File: config.mk
export PLATFORM = sky130hd
export DESIGN_NAME = fetch_sequencer
export DESIGN_NICKNAME = d
export VERILOG_FILES = /design/src/rtl/fetch_sequencer.sv
export SDC_FILE = /design/constraint.sdc
export NUM_CORES = 1
export LEC_CHECK = 0
export CAP_MARGIN = 20
export CORE_MARGIN = 5
export CORE_UTILIZATION = 45
export DETAILED_ROUTE_END_ITERATION = 8
export PLACE_DENSITY = 0.9
export RECOVER_POWER = 100
export SYNTH_ARGS = -nofsm -noshare
export SYNTH_HDL_FRONTEND = slang
export SYNTH_SLANG_ARGS = --single-unit
File: constraint.sdc
create_clock -name Clk -period 2.6 [get_ports Clk]
set_clock_uncertainty 0.1 [all_clocks]
set_input_delay 0.52 -clock Clk [delete_from_list [all_inputs] [get_ports Clk]]
set_output_delay 0.52 -clock Clk [all_outputs]
set_load 0.1 [all_outputs]
File: src/rtl/fetch_sequencer.sv
// Instruction fetch sequencer: drives PC to instruction memory and fills the IF/ID register,
// handling stall, redirect, halt and end-of-memory.
module fetch_sequencer #(
  parameter logic [31:0] PC_RESET   = 32'h0000_0000,
  parameter int unsigned IMEM_WORDS = 1024
) (
  input  logic        Clk,
  input  logic        Reset,
  input  logic        Start,
  input  logic        Stall,
  input  logic        Redirect,
  input  logic [31:0] RedirectAddr,
  input  logic        HaltReq,
  output logic [31:0] ImemAddress,
  input  logic [31:0] ImemInstruction,
  output logic [31:0] PC,
  output logic [31:0] IfIdInstruction,
  output logic [31:0] IfIdPCPlus4,
  output logic        IfIdValid,
  output logic        Busy,
  output logic        Halted,
  output logic        AddrError,
  output logic [31:0] FetchCount
);

  // 33 bits so a full 4 GiB memory limit still compares correctly.
  localparam logic [32:0] LimitBytes = 33'(IMEM_WORDS) * 33'd4;
  localparam logic [31:0] LastWord   = 32'(LimitBytes - 33'd4);

  typedef enum logic [1:0] {StIdle, StFetch, StStall, StHalt} state_e;

  state_e      state_q, state_d;
  logic [31:0] pc_q, pc_d;
  logic [31:0] instr_q, instr_d;
  logic [31:0] pc4_q, pc4_d;
  logic [31:0] count_q, count_d;
  logic        valid_q, valid_d;
  logic        err_q, err_d;
  logic [31:0] pc_plus4;
  logic        bad_target;

  assign pc_plus4   = pc_q + 32'd4;
  assign bad_target = (RedirectAddr[1:0] != 2'b00) || ({1'b0, RedirectAddr} >= LimitBytes);

  always_comb begin
    state_d = state_q;
    pc_d    = pc_q;
    instr_d = instr_q;
    pc4_d   = pc4_q;
    count_d = count_q;
    valid_d = valid_q;
    err_d   = err_q;
    case (state_q)
      StIdle: begin
        valid_d = 1'b0;
        if (Start) state_d = StFetch;
      end
      StFetch, StStall: begin
        if (HaltReq) begin
          instr_d = 32'h0;
          valid_d = 1'b0;
          state_d = StHalt;
        end else if (Redirect) begin
          instr_d = 32'h0;
          valid_d = 1'b0;
          if (bad_target) begin
            err_d   = 1'b1;
            state_d = StHalt;
          end else begin
            pc_d    = RedirectAddr;
            state_d = StFetch;
          end
        end else if (Stall) begin
          state_d = StStall;
        end else begin
          instr_d = ImemInstruction;
          pc4_d   = pc_plus4;
          valid_d = 1'b1;
          pc_d    = pc_plus4;
          count_d = count_q + 32'd1;
          // Last word delivered: stop rather than let PC run past memory.
          state_d = (pc_q == LastWord) ? StHalt : StFetch;
        end
      end
      StHalt: begin
        valid_d = 1'b0;
      end
      default: state_d = StIdle;
    endcase
  end

  always_ff @(posedge Clk) begin
    if (Reset) begin
      state_q <= StIdle;
      pc_q    <= PC_RESET;
      instr_q <= 32'h0;
      pc4_q   <= 32'h0;
      count_q <= 32'h0;
      valid_q <= 1'b0;
      err_q   <= 1'b0;
    end else begin
      state_q <= state_d;
      pc_q    <= pc_d;
      instr_q <= instr_d;
      pc4_q   <= pc4_d;
      count_q <= count_d;
      valid_q <= valid_d;
      err_q   <= err_d;
    end
  end

  assign ImemAddress     = pc_q;
  assign PC              = pc_q;
  assign IfIdInstruction = instr_q;
  assign IfIdPCPlus4     = pc4_q;
  assign IfIdValid       = valid_q;
  assign FetchCount      = count_q;
  assign AddrError       = err_q;
  assign Busy            = (state_q == StFetch) || (state_q == StStall);
  assign Halted          = (state_q == StHalt);

endmodule

==> run_results.csv <==
group,metric,value,unit
sta,setup_viol,0,
setup_path,critPathArrivalTime,2.64,ns
setup_path,cp_max_fo,9,
setup_path,cp-end-kind,"flip-flop",
global_route,antenna_found_initial,0,
cts,cts.reportedPaths.clkPinSlew,0.05,ns
cts,clk_latency,0.41,ns
place,routabilityCongestion,0.8717,
yosys,yosysSeqAreaShare,42.12,%
setup_path,cp-start-kind,"flip-flop",
finish,nets,1030,
global_route,gr-total-overflow,0,
global_route,grt_pass1_wl,31640,µm
setup_path,required,2.78,ns
cts,htreeDepth,4,
floorplan,core-area,13770,µm²
sta,rsz0062_at_grt,"no",
sta,tightestPinTransition,1.210,ns
finish,area_growth,35.24,%
route,final_antenna_net_count,0,
yosys,ys_ff_latch,132,
yosys,ys.warnings.count,0,
route,drc,0,
global_route,grt_max_degree,51,
yosys,synth_area_leaders,"dfxtp_1 42%, nor2_1 5.6%, a22oi_1 4.5%",
setup_path,crit_type,"reg2reg",
place,place_hpwl,14400,µm
yosys,yosys.cell_count.top_type,"dfxtp_1",
pwr,power.density,798.8,nW/µm²
floorplan,start_util,45.55,%
route,dr.pass1.iters,5,
floorplan,num_rows,43,
sta,fmax,0.4063,GHz
route,drtIter0Drc,611,
yosys,syn_area,6274,µm²
flow_run,drv_cap,0,
sta,slew_viol_final,0,
floorplan,dieArea,16400,µm²
route,num_vias,6468,
cts,cts_root_buffer,"clkbuf_16",
pwr,p_leak,3.284,nW
route,wl_per_cell,17.49,µm
yosys,synthArstFlopShare,0,%
cts,postCtsHoldBufs,0,
finish,drive_above_1_share,20.43,%
yosys,ys_top_cells_by_count,"132 x dfxtp_1, 94 x nor2_1, 49 x nand2_1",
cts,postCtsSetupRepairBufs,0,
finish,stdcell_count,1149,
yosys,synth_cell_types,57,
cts,clk_path_buf_depth,2,
global_route,grt_pass1_vias,6260,
place,numPortBuffers,233,
finish,design_area,8484,µm²
yosys,synth.top_cell.area_share,42.12,%
yosys,synth_ff_type,"dfxtp_1",
floorplan,ios,234,
pwr,vdd_drop_max,0.0004679,V
yosys,syn_nets,816,
sta,period_share,94.67,%
yosys,synthCells,742,
sta,post-route-min-period,2.461,ns
yosys,syn_area_per_cell,8.455,µm²
cts,post_cts_resized,0,
cts,clock_sinks,132,
sta,hold_viol,0,
sta,max_slew_margin,19.66,%
status,status,"complete, no violations",
finish,n_antenna_cell,0,
route,drt_wl_total,20100,µm
place,place_inst,1117,
yosys,synth_edf_count,0,
sta,tns,0,ns
global_route,grt_usage,23.89,%
route,vias_per_cell,5.629,
floorplan,die_w,128.1,µm
yosys,yosysTopAreaCell,"dfxtp_1",
worst_hold_path,hold_path_class,"reg2reg",
cts,cts_buffers,17,
floorplan,die_h,128.1,µm
place,placed_area,8362,µm²
cts,cts_tree,"yes",
[cells by family (layout without fill, tap and decap cells)]
| kind of cell | Yosys count | after routing | synth area share (%) |
|---|---|---|---|
| DFF | 132 | 132 | 42.12 |
| and+or+nand+nor | 300 | 300 | 24.49 |
| muxes | 4 | 4 | 0.6582 |
| buffers and inverters | 92 | 319 | 7.599 |
| xor gates and xnor gates | 47 | 47 | 6.562 |
| AOI/OAI and AO/OA | 163 | 163 | 17.77 |
| adders and majority gates | 4 | 4 | 0.7978 |
[report_power, final]
| part | leakage (nW) | switching [mW] | total [mW] | internal (mW) |
|---|---|---|---|---|
| Clock | 0.319 | 0.896 | 2.67 | 1.78 |
| Sequential | 1.07 | 0.0892 | 2.23 | 2.14 |
| Combinational | 1.89 | 1.48 | 1.87 | 0.394 |
| Total | 3.28 | 2.46 | 6.78 | 4.32 |
[critical path, stage by stage, from the launching register on]
cell,delay [ns]
dfxtp_1,0.37
inv_1,0.09
ha_4,0.32
or4b_4,0.50
clkbuf_1,0.13
or2_2,0.32
nor4_1,0.25
xnor2_1,0.18
nor2_1,0.07
[cells in the final DEF, fill, tap and decap left out, types with 5 or more instances in the layout]
master / synthesis / final
a211oi_1: 15 / 15
a21oi_1: 33 / 33
a22oi_1: 38 / 38
a31oi_1: 12 / 12
a32o_1: 5 / 5
a32oi_1: 5 / 5
and3_1: 16 / 16
and4_1: 6 / 6
buf_4: 34 / 31
bufinv_16: 0 / 5
clkbuf_1: 39 / 70
clkbuf_16: 0 / 17
clkbuf_2: 0 / 105
clkdlybuf4s50_1: 0 / 67
dfxtp_1: 132 / 117
dfxtp_2: 0 / 15
inv_1: 10 / 10
nand2_1: 49 / 49
nand3_1: 41 / 41
nand4_1: 22 / 23
nor2_1: 94 / 94
nor2b_1: 6 / 6
nor3_1: 11 / 11
nor4_1: 14 / 14
o21ai_0: 21 / 21
o22ai_1: 5 / 5
o32ai_1: 5 / 5
or3_1: 16 / 16
or4_1: 5 / 5
xnor2_1: 19 / 19
xor2_1: 28 / 28
[metal layers]
metal  vias to the layer above  routed length [µm]  global-route usage, %
li1                       3101                   -                      -
met1                      3018                8055                  30.05
met2                       308                9939                  40.05
met3                        41                1612                  4.917
met4                         0                 492                  9.613
met5                         -                   0                      0
[area by class of cell]
class | count | area (µm²)
sequential | 132 | 2661
clock inverter | 12 | 200.2
inverter | 10 | 37.54
clock buffer | 20 | 466.7
multi-input combinational | 518 | 3169
timing repair buffer | 277 | 1724
fill | 1253 | 5289
tap | 180 | 225.2
[state kept, by name, indices dropped and copies added (netlist names)]
register	count
FetchCount	32
IfIdInstruction	32
IfIdPCPlus4	32
ImemAddress	32
state_q	2
AddrError	1
IfIdValid	1
[through the flow]
stage | setup slack, ns | power [mW] | util (%) | hold slack [ns]
2_1_floorplan | -0.1458 | 3.752 | - | 0.3666
3_3_place_gp | -0.1257 | 4.262 | 60.71 | 0.3536
3_5_place_dp | -0.1678 | 4.284 | 60.71 | 0.3534
4_1_cts | 0.09571 | 6.955 | 65.55 | 0.3700
5_1_grt | 0.03052 | 7.019 | 61.60 | 0.3750
6_report | 0.1385 | 6.778 | 61.60 | 0.3677
[worst paths after layout]
kind                    from        endpoint  slack, ns  cells after the start
hold / removal     AddrError       AddrError       0.37                      1
hold reg to reg    AddrError       AddrError       0.37                      1
setup reg to reg  state_q[0]  FetchCount[18]       0.14                      8
setup / recovery  state_q[0]  FetchCount[18]       0.14                      8
No activity file was read; power rests on OpenSTA's default activity.
==> patch, RTL diff (same settings) <==
`instr_q` and `pc4_q` no longer have a reset.
--- a/src/rtl/fetch_sequencer.sv
+++ b/src/rtl/fetch_sequencer.sv
@@ -95,4 +95,2 @@
       pc_q    <= PC_RESET;
-      instr_q <= 32'h0;
-      pc4_q   <= 32'h0;
       count_q <= 32'h0;
@@ -103,4 +101,2 @@
       pc_q    <= pc_d;
-      instr_q <= instr_d;
-      pc4_q   <= pc4_d;
       count_q <= count_d;
@@ -109,2 +105,7 @@
     end
+  end
+
+  always_ff @(posedge Clk) begin
+    instr_q <= instr_d;
+    pc4_q   <= pc4_d;
   end
Behaviour: differs if Reset is asserted again (counterexample within 4 cycles, from zero or initial values and one cycle with Reset high); with Reset held inactive, the same outputs for 4 cycles.
==> patch against the original RTL <==
- fmax decreased by 0.76%
- largest power group is now combinational cells
- combinational power is 58% higher
- area after synthesis is 0.78% lower
- via count fell by 14%
- sequential cell count unchanged
- non-clock buffer count is 8 lower
- critical path type is now in -> reg
- routed wire length down 6.9%
- critical path depth down 3
- power grew 16%
- setup slack worse by 0.019 ns
- final area down 1.1%
==> patch: results <==
group,metric,value,unit
logic_synthesis,syn-num-nets,682,
placed_design,dp_hpwl,13700,microns
worst_setup_path,startpoint,"Redirect",
worst_setup_path,critPathMaxStageDelay,0.64,ns
worst_setup_path,cp_max_fo,39,
logic_synthesis,synth_seq_area_share,52.7,%
layout,fillers,1211,
worst_setup_path,crit_family,"buffers and inverters",
placed_design,placedCellCount,988,
detailed_routing,wl_met2,9240,microns
layout,final_cell_count_no_fill,1020,
sta,tightestPinTransition,1.24,ns
detailed_routing,drt-total-wl,18700,microns
placed_design,place_ws,-0.184,ns
detailed_routing,avgViaCountPerCell,5.46,
power_and_ir_drop,ir_drop,0.483,mV
logic_synthesis,synth_edf_count,64,
worst_setup_path,worst_r2r_path_depth,7,
detailed_routing,first_pass_iters,6,
placed_design,placed_area,0.00836,sq mm
layout,final_layout_size_suffix_gt1_share,23.3,%
worst_setup_path,endpoint,"IfIdInstruction[2]",
global_route,globalRouteMet2Util,37.2,%
power_and_ir_drop,combPwrFrac,37.5,%
global_route,grt_first_pass_wirelength,29000,microns
worst_setup_path,critPathArrivalTime,2.43,ns
global_route,grt_max_degree,62,
logic_synthesis,synth.cells.most_frequent,"dfxtp_1, edfxtp_1, nor2_1",
placed_design,gp_congestion,0.894,
detailed_routing,m1WireLength,7080,microns
worst_setup_path,crit_slowest_cell,"clkbuf_2",
power_and_ir_drop,p_clk_share,28.6,%
power_and_ir_drop,p_sw_share,45.7,%
logic_synthesis,synth_cell_types,55,
power_and_ir_drop,power_density,936,mW/mm^2
sta,whs,0.379,ns
worst_setup_path,r2r_end,"ImemAddress[25]",
global_route,grt_util_met1,28.1,%
detailed_routing,drt_iter0_drc,587,
global_route,grt_use_total,22.6,%
outcome,outcome,"finished, final reports clean",
sta,finalCritPeriodShare,95.4,%
global_route,grt_pass1_vias,5365,
global_route,use_met3,6.90,%
detailed_routing,wl_met3,2010,microns
logic_synthesis,synth_area_leaders,"edfxtp_1, dfxtp_1, xor2_1",
clocking,cts_inserted_buffers,17,
logic_synthesis,syn_area_per_cell,10.2,sq um
layout,layout.nets,901,
min_path,min_delay_path_depth,2,
power_and_ir_drop,p_leak,3.21,nW
## patch: area by class of cell
cell class / count / area [sq um] / area share [%]
clock buffers: 17 / 425 / 5.07
clock inverters: 15 / 134 / 1.60
repair buffers: 269 / 1730 / 20.6
well taps: 180 / 225 / 2.68
inverters: 14 / 52.6 / 0.626
flip-flops and latches: 132 / 3310 / 39.4
multi-input cells: 393 / 2510 / 30.0
## patch: how the worst min path moves through the flow
stage / end / start
3_3_place_gp: IfIdValid / IfIdValid
3_5_place_dp: IfIdValid / IfIdValid
4_1_cts: IfIdValid / IfIdValid
5_1_grt: IfIdValid / IfIdValid
6_report: IfIdValid / IfIdValid
2_1_floorplan: IfIdPCPlus4[1] / ImemAddress[1]
## patch: logic make-up after synthesis
family,Yosys count,share of synthesized area [%]
compound gates,80,9.01
xor+xnor,55,7.74
fa+ha+maj,4,0.804
buf+inv,83,7.18
flops,132,52.7
mux,2,0.342
simple gates,252,22.2
